[config.mk]
export PLATFORM = sky130hd
export DESIGN_NAME = dmem_arbiter
export DESIGN_NICKNAME = d
export VERILOG_FILES = /design/src/rtl/dmem_arb_pkg.sv /design/src/rtl/arb_starve_counter.sv /design/src/rtl/dmem_arbiter.sv
export SDC_FILE = /design/constraint.sdc
export NUM_CORES = 1
export LEC_CHECK = 0
export BUFFER_PORTS_ARGS = -buffer_cell sky130_fd_sc_hd__buf_2
export CORE_AREA = 2 2 95 97
export DETAILED_ROUTE_END_ITERATION = 10
export DIE_AREA = 0 0 97 99
export SETUP_SLACK_MARGIN = 0.1
export SYNTH_ARGS = -nofsm -noshare
export SYNTH_HDL_FRONTEND = slang
export SYNTH_SLANG_ARGS = --single-unit
[constraint.sdc]
create_clock -name clk -period 4.1 [get_ports clk]
set_input_delay 0.82 -clock clk [delete_from_list [all_inputs] [get_ports clk]]
set_output_delay 0.82 -clock clk [all_outputs]
set_load 0.02 [all_outputs]
[src/rtl/dmem_arb_pkg.sv]
// dmem_arb_pkg: shared types and constants for the data-memory arbiter.
//   arb_state_t      - ownership state (normal priority arbitration / debug burst lock)
//   ARB_CPU/ARB_DBG  - grant-vector indices for the CPU and debug ports
//   DEF_*            - default parameter values
package dmem_arb_pkg;

    typedef enum logic {
        ARB_IDLE  = 1'b0,
        ARB_LOCK1 = 1'b1
    } arb_state_t;

    localparam int ARB_CPU = 0;
    localparam int ARB_DBG = 1;

    localparam int DEF_ADDR_W   = 8;
    localparam int DEF_DATA_W   = 32;
    localparam int DEF_MAX_WAIT = 4;
    localparam int DEF_STAT_W   = 16;

    // Width of the debug-port starvation counter; holds MAX_WAIT up to 15.
    localparam int WAIT_W = 4;

endpackage

[src/rtl/arb_starve_counter.sv]
// arb_starve_counter: saturating up-counter with a synchronous clear.
//   clk, rst : clock, synchronous active-high reset
//   clr      : clear to zero (wins over inc)
//   inc      : count up by one, stopping at LIMIT
//   cnt      : current count
// Used both as the debug-port wait counter and the CPU stall statistic.
module arb_starve_counter
    import dmem_arb_pkg::*;
#(
    parameter int           W     = 4,
    parameter logic [W-1:0] LIMIT = '1
) (
    input  logic         clk,
    input  logic         rst,
    input  logic         clr,
    input  logic         inc,
    output logic [W-1:0] cnt
);

    always_ff @(posedge clk) begin
        if (rst)
            cnt <= '0;
        else if (clr)
            cnt <= '0;
        else if (inc && (cnt != LIMIT))
            cnt <= cnt + 1'b1;
    end

endmodule

[src/rtl/dmem_arbiter.sv]
// dmem_arbiter: shares the single-port data memory between the CPU (port 0)
// and the debug/loader master (port 1).
//   clk, rst                      : clock, synchronous active-high reset
//   m0_* (req/we/addr/wdata)      : CPU request;   m0_gnt/m0_rdata back
//   m1_* (req/we/addr/wdata/lock) : debug request; m1_gnt/m1_rdata back
//   mem_*                         : data-memory interface (combinational read)
//   cpu_stall                     : CPU requesting but denied this cycle
//   stall_cnt                     : saturating count of stalled cycles
// CPU has fixed priority; a debug request denied MAX_WAIT cycles in a row is
// forced through. A locked debug grant keeps ownership until lock/req drops.
module dmem_arbiter
    import dmem_arb_pkg::*;
#(
    parameter int ADDR_W   = DEF_ADDR_W,
    parameter int DATA_W   = DEF_DATA_W,
    parameter int MAX_WAIT = DEF_MAX_WAIT,
    parameter int STAT_W   = DEF_STAT_W
) (
    input  logic              clk,
    input  logic              rst,
    input  logic              m0_req,
    input  logic              m0_we,
    input  logic [ADDR_W-1:0] m0_addr,
    input  logic [DATA_W-1:0] m0_wdata,
    output logic              m0_gnt,
    output logic [DATA_W-1:0] m0_rdata,
    input  logic              m1_req,
    input  logic              m1_we,
    input  logic [ADDR_W-1:0] m1_addr,
    input  logic [DATA_W-1:0] m1_wdata,
    input  logic              m1_lock,
    output logic              m1_gnt,
    output logic [DATA_W-1:0] m1_rdata,
    output logic [ADDR_W-1:0] mem_addr,
    output logic [DATA_W-1:0] mem_wdata,
    output logic              mem_write,
    output logic              mem_read,
    input  logic [DATA_W-1:0] mem_rdata,
    output logic              cpu_stall,
    output logic [STAT_W-1:0] stall_cnt
);

    arb_state_t        state;
    logic [WAIT_W-1:0] wait_cnt;
    logic [1:0]        gnt;
    logic              starved;

    assign starved = (wait_cnt == WAIT_W'(MAX_WAIT));

    // Grants are combinational; reset masks every grant so nothing is
    // performed in a reset cycle.
    always_comb begin
        gnt = '0;
        if (!rst) begin
            if (state == ARB_LOCK1)
                gnt[ARB_DBG] = m1_req;
            else if (m1_req && (!m0_req || starved))
                gnt[ARB_DBG] = 1'b1;
            else
                gnt[ARB_CPU] = m0_req;
        end
    end

    assign m0_gnt    = gnt[ARB_CPU];
    assign m1_gnt    = gnt[ARB_DBG];
    assign cpu_stall = m0_req & ~m0_gnt & ~rst;

    always_comb begin
        mem_addr  = '0;
        mem_wdata = '0;
        mem_write = 1'b0;
        mem_read  = 1'b0;
        if (m0_gnt) begin
            mem_addr  = m0_addr;
            mem_wdata = m0_wdata;
            mem_write = m0_we;
            mem_read  = ~m0_we;
        end else if (m1_gnt) begin
            mem_addr  = m1_addr;
            mem_wdata = m1_wdata;
            mem_write = m1_we;
            mem_read  = ~m1_we;
        end
    end

    assign m0_rdata = mem_rdata;
    assign m1_rdata = mem_rdata;

    // The cycle in which lock drops is still a port-1 cycle; ownership
    // returns to normal arbitration on the following edge.
    always_ff @(posedge clk) begin
        if (rst) begin
            state <= ARB_IDLE;
        end else begin
            case (state)
                ARB_IDLE:  if (m1_gnt && m1_lock)  state <= ARB_LOCK1;
                ARB_LOCK1: if (!m1_req || !m1_lock) state <= ARB_IDLE;
                default:   state <= ARB_IDLE;
            endcase
        end
    end

    // Counts consecutive denied port-1 cycles.
    arb_starve_counter #(
        .W     (WAIT_W),
        .LIMIT (WAIT_W'(MAX_WAIT))
    ) u_wait (
        .clk (clk),
        .rst (rst),
        .clr (m1_gnt | ~m1_req),
        .inc (1'b1),
        .cnt (wait_cnt)
    );

    arb_starve_counter #(
        .W     (STAT_W),
        .LIMIT ({STAT_W{1'b1}})
    ) u_stall (
        .clk (clk),
        .rst (rst),
        .clr (1'b0),
        .inc (cpu_stall),
        .cnt (stall_cnt)
    );

endmodule

Yosys cells after proc, flatten, opt, wreduce, memory -nomap -nowiden

Index checks and enable logic that the tools add are counted.

Bits in read-only memories: 0
Memories kept: 0
Word-level logic and storage cells: 42
Output and inout bits: 125
Input port bits: 119
Bits in writable memories: 0
Latch bits: 0
Register bits after elaboration: 21

Div/mod/pow operators: 0
Bitwise gates (word level): 9
Multipliers: 0
Order comparisons: 0
Equality and inequality tests: 3
Shift-type cells: 0
Add/subtract/negate cells: 2
Reductions and logical operators: 9
Mux-type cells: 16

Operators with widths:

| kind                                                                    | number |
|---|---|
| 32-bit two-way mux                                                      | 2 |
| 16-bit by 1-bit adder with 16-bit output, second input constant         | 1 |
| 8-bit two-way mux                                                       | 2 |
| 16-bit inequality test, second input constant                           | 1 |
| 1-bit two-way mux                                                       | 10 |
| 1-bit NOT                                                               | 6 |
| 4-bit by 1-bit adder with 4-bit output, second input constant           | 1 |
| 4-bit by 3-bit == test with 1-bit output, second input constant         | 1 |
| 4-bit by 3-bit inequality test with 1-bit output, second input constant | 1 |
| 1-bit logical AND                                                       | 3 |
| 1-bit zero test                                                         | 3 |
| 1-bit AND                                                               | 2 |
| 1-bit logical OR                                                        | 2 |
| 2-bit two-way mux                                                       | 1 |
| 1-bit one-hot mux with 2 select lines                                   | 1 |
| 2-bit OR reduction                                                      | 1 |
| 1-bit OR                                                                | 1 |

Logic depth before layout (Yosys ltp)

Depth after elaboration: 10
Gate-level depth with buffers: 8

Modules after synthesis

From an unflattened synthesis, not the netlist that was laid out.

Cell total of the unflattened synthesis: 259
Area, all modules: 2183.3 um^2

By module, submodules not included:

| module                       | area an instance (um^2) | cells each | seq. area each (um^2) | instances |
|---|---|---|---|---|
| dmem_arbiter                 | 1044.8                  | 131        | 20.0                  | 1 |
| arb_starve_counter (u_stall) | 917.1                   | 102        | 320.3                 | 1 |
| arb_starve_counter (u_wait)  | 221.5                   | 26         | 80.1                  | 1 |

Worst setup path before layout

No wires, ideal clock.

Path type: input -> output
From: input rst
To: output mem_read
Arrival time: 2.305 ns
Stages: 5
Setup slack: 0.975 ns
Buffers on the path: 1
Path through: nand2b_1 -> nor3b_2 -> clkbuf_1 -> inv_1 -> o21ai_0

Elaborated cells between the ends (all ways): 3
Those cells by class: mux (3)

RTL lines:

| element           | line               | RTL |
|---|---|---|
| start, declared   | dmem_arbiter.sv:20 | `input logic rst,` |
| 2-bit two-way mux | dmem_arbiter.sv:54 | `if (!rst) begin` |
| net m0_gnt        | dmem_arbiter.sv:25 | `output logic m0_gnt,` |
| 1-bit two-way mux | dmem_arbiter.sv:73 | `if (m0_gnt) begin` |
| end, declared     | dmem_arbiter.sv:37 | `output logic mem_read,` |

The timed path passes the listed nets, and every way through them passes these cells.

Final worst setup path

From: input rst
To: output mem_addr[0]

Word-level cells in the longest chain between the ends: 3

Ends and longest elaborated chain:

| element             | line               | RTL |
|---|---|---|
| 2-bit two-way mux * | dmem_arbiter.sv:54 |  |
| 8-bit two-way mux   | dmem_arbiter.sv:78 | `end else if (m1_gnt) begin` |
| 8-bit two-way mux * | dmem_arbiter.sv:73 |  |
| end, declared       | dmem_arbiter.sv:34 | `output logic [ADDR_W-1:0] mem_addr,` |

Every way passes the cells marked *; elsewhere a longest branch is shown, timed or not.

==> results.ini <==
[outcome]
status = finished, final reports clean

[worst_setup_path]
cp-start-kind = input pin
crit_family = buffers and inverters
crit_path_end_kind = output pin
crit_top_cell = buf_2
cp.required_ns = 3.28
crit_path_max_fanout = 23
critPathBufInv = 3
cp_slowest_cell = a21oi_4
arrival_ns = 2.46
crit_type = input pin to output pin
cp_slowest_stage_delay_ns = 0.48
cp_cell_sequence = buf_2, nand2b_1, a21oi_4, buf_4, a22o_1, buf_2

[die]
rows = 34
start_util = 0.233
dieArea_um2 = 9600
pin_count = 244
core_area_um2 = 8550
dieHeight_um = 99
die_w_um = 97

[layout]
syn2layout_area_growth_pct = 19.7
diodes = 0
final_cell_mix = buf_2, a22o_1, dfxtp_1
final_area_um2 = 2380
final_common_cell = buf_2
fin_util = 0.278
final_cells = 422
nets = 437
drive_above_1_share = 0.500
nFillCells = 965

[yosys]
syn_area_per_cell_um2 = 8.25
synth-seq-cells = 21
ys_warn_count = 0
ys_seq_area_frac = 0.211
synth_edf_count = 0
syn-cell-area_um2 = 1990
synthCells = 241
synth_cell_types = 39
syn-num-nets = 363
async_flop_share = 0
synth-main-ff-cell = dfxtp_1

[detailed_routing]
drt_iter0_drc = 67
first_pass_iters = 6
avgRoutedWirePerCell_um = 17.2
routed_wl_um = 7240
viasPerCell = 4.96
vias = 2095
drcViolationCount = 0
ant_nets = 0

[clock_tree]
cts_tree = yes
cts_root_buf = clkbuf_8
hold_buffers = 0
postCtsSetupRepairBufs = 0
clk_path_buf_depth = 2
post_cts_resized = 0
cts_max_level = 1
cts.sinks = 21
cts_made_buffers = 3
insertion_delay_ns = 0.26
clkTransAtPathRegs_ns = 0.08

[place]
port_buffers = 147
post-dp-hpwl_um = 5990
placedCellCount = 418
postPlaceCellArea_um2 = 2340
gp_congestion = 0.815

[timing]
min_period_ns = 3.28
drv_slew = 0
worst_pin_slew_ns = 0.576
fin_tns_setup_ns = 0
hold_slack_ns = 0.476
skew_ns = 0.00274
maxSlewHeadroom = 0.615
hold_violations = 0
final.period_utilization = 0.801
finalSetupViolations = 0
fmax_mhz = 304
rsz0062_at_grt = no

[power_and_ir_drop]
vdd_ir_drop_max_uv = 103
switching_share = 0.321
intPower_uw = 345
power_switching_uw = 163
power_frac_seq = 0.406
clkPwrFrac = 0.277
power.share.combinational = 0.317
powerDensity_nw_per_um2 = 213
p_leak_uw = 0.00120

[run]
cap_violations = 0

[global_routing]
antenna_found_initial = 1
grt_max_degree = 44
grt-ovfl-total = 0
grt_pass1_wl_um = 10700
track_usage = 0.138
grt_pass1_vias = 1940

[hold_path]
worst_hold_path_type = register to register

-- power groups by stage --
stage	logic, µW	registers, µW	clock network (µW)
2_1_floorplan	171	211	0
3_3_place_gp	161	211	0
3_5_place_dp	162	211	0
4_1_cts	163	206	144
5_1_grt	173	206	155
6_report	161	206	140
-- final timing paths --
check        slack [ns]         endpoint  depth (start not counted)          start
max reg2reg        1.99  u_stall.cnt[13]                          6  u_wait.cnt[0]
min reg2reg        0.48    u_wait.cnt[0]                          1  u_wait.cnt[0]
min                0.48    u_wait.cnt[0]                          1  u_wait.cnt[0]
max                0.82      mem_addr[0]                          6            rst
-- synth_stat cells, types with 2 or more instances --
cell type  count  area (µm²)
buf_4         65         488
a22o_1        41         359
dfxtp_1       21         420
a21oi_1       11        55.1
clkbuf_1      10        37.5
nand2_1        9        33.8
or4_1          8        60.1
o31ai_1        7        52.6
inv_1          6        22.5
and3_1         5        31.3
nand3_1        5        25.0
nand4_1        5        31.3
nand2b_1       4        25.0
o21ai_0        4        20.0
and4_1         3        26.3
ha_1           3        37.5
mux2i_1        3        30.0
nor2_1         3        11.3
buf_2          2        10.0
clkbuf_2       2        10.0
nor2b_1        2        12.5
nor3_1         2        10.0
nor4bb_1       2        20.0
o211ai_1       2        15.0
o311ai_0       2        17.5
-- cells by family after synthesis --
logic type | after synthesis | synth area share
AOI/OAI and AO/OA | 73 | 0.286
and+or+nand+nor | 54 | 0.172
buffers and inverters | 86 | 0.291
adders and majority gates | 3 | 0.0189
muxes | 4 | 0.0208
DFF | 21 | 0.211
-- metal layers --
metal,GRT usage,wire [µm],vias up
li1,-,-,987
met1,0.173,2960,958
met2,0.226,3390,139
met3,0.0532,802,9
met4,0.0303,63,2
met5,0,16,-
-- sequential cells by signal (all words and copies together), names as in the netlist --
| name | flops |
|---|---|
| state | 1 |
| u_wait.cnt | 4 |
| u_stall.cnt | 16 |
-- per-stage QoR --
step,setup slack [ns],total power (µW)
floorplan,0.975,382
finish,0.815,507
global placement,0.891,372
CTS,0.832,512
global route,0.706,534
detailed placement,0.804,373
-- area by class of cell --
cell class	count	area [µm²]	area share
flip-flops and latches	21	420	0.177
clock buffers	4	45.0	0.0189
multi-input cells	134	1010	0.423
repair buffers	149	751	0.315
inverters	6	22.5	0.00946
well taps	108	135	0.0568
Power figures use the tool's default switching activity.
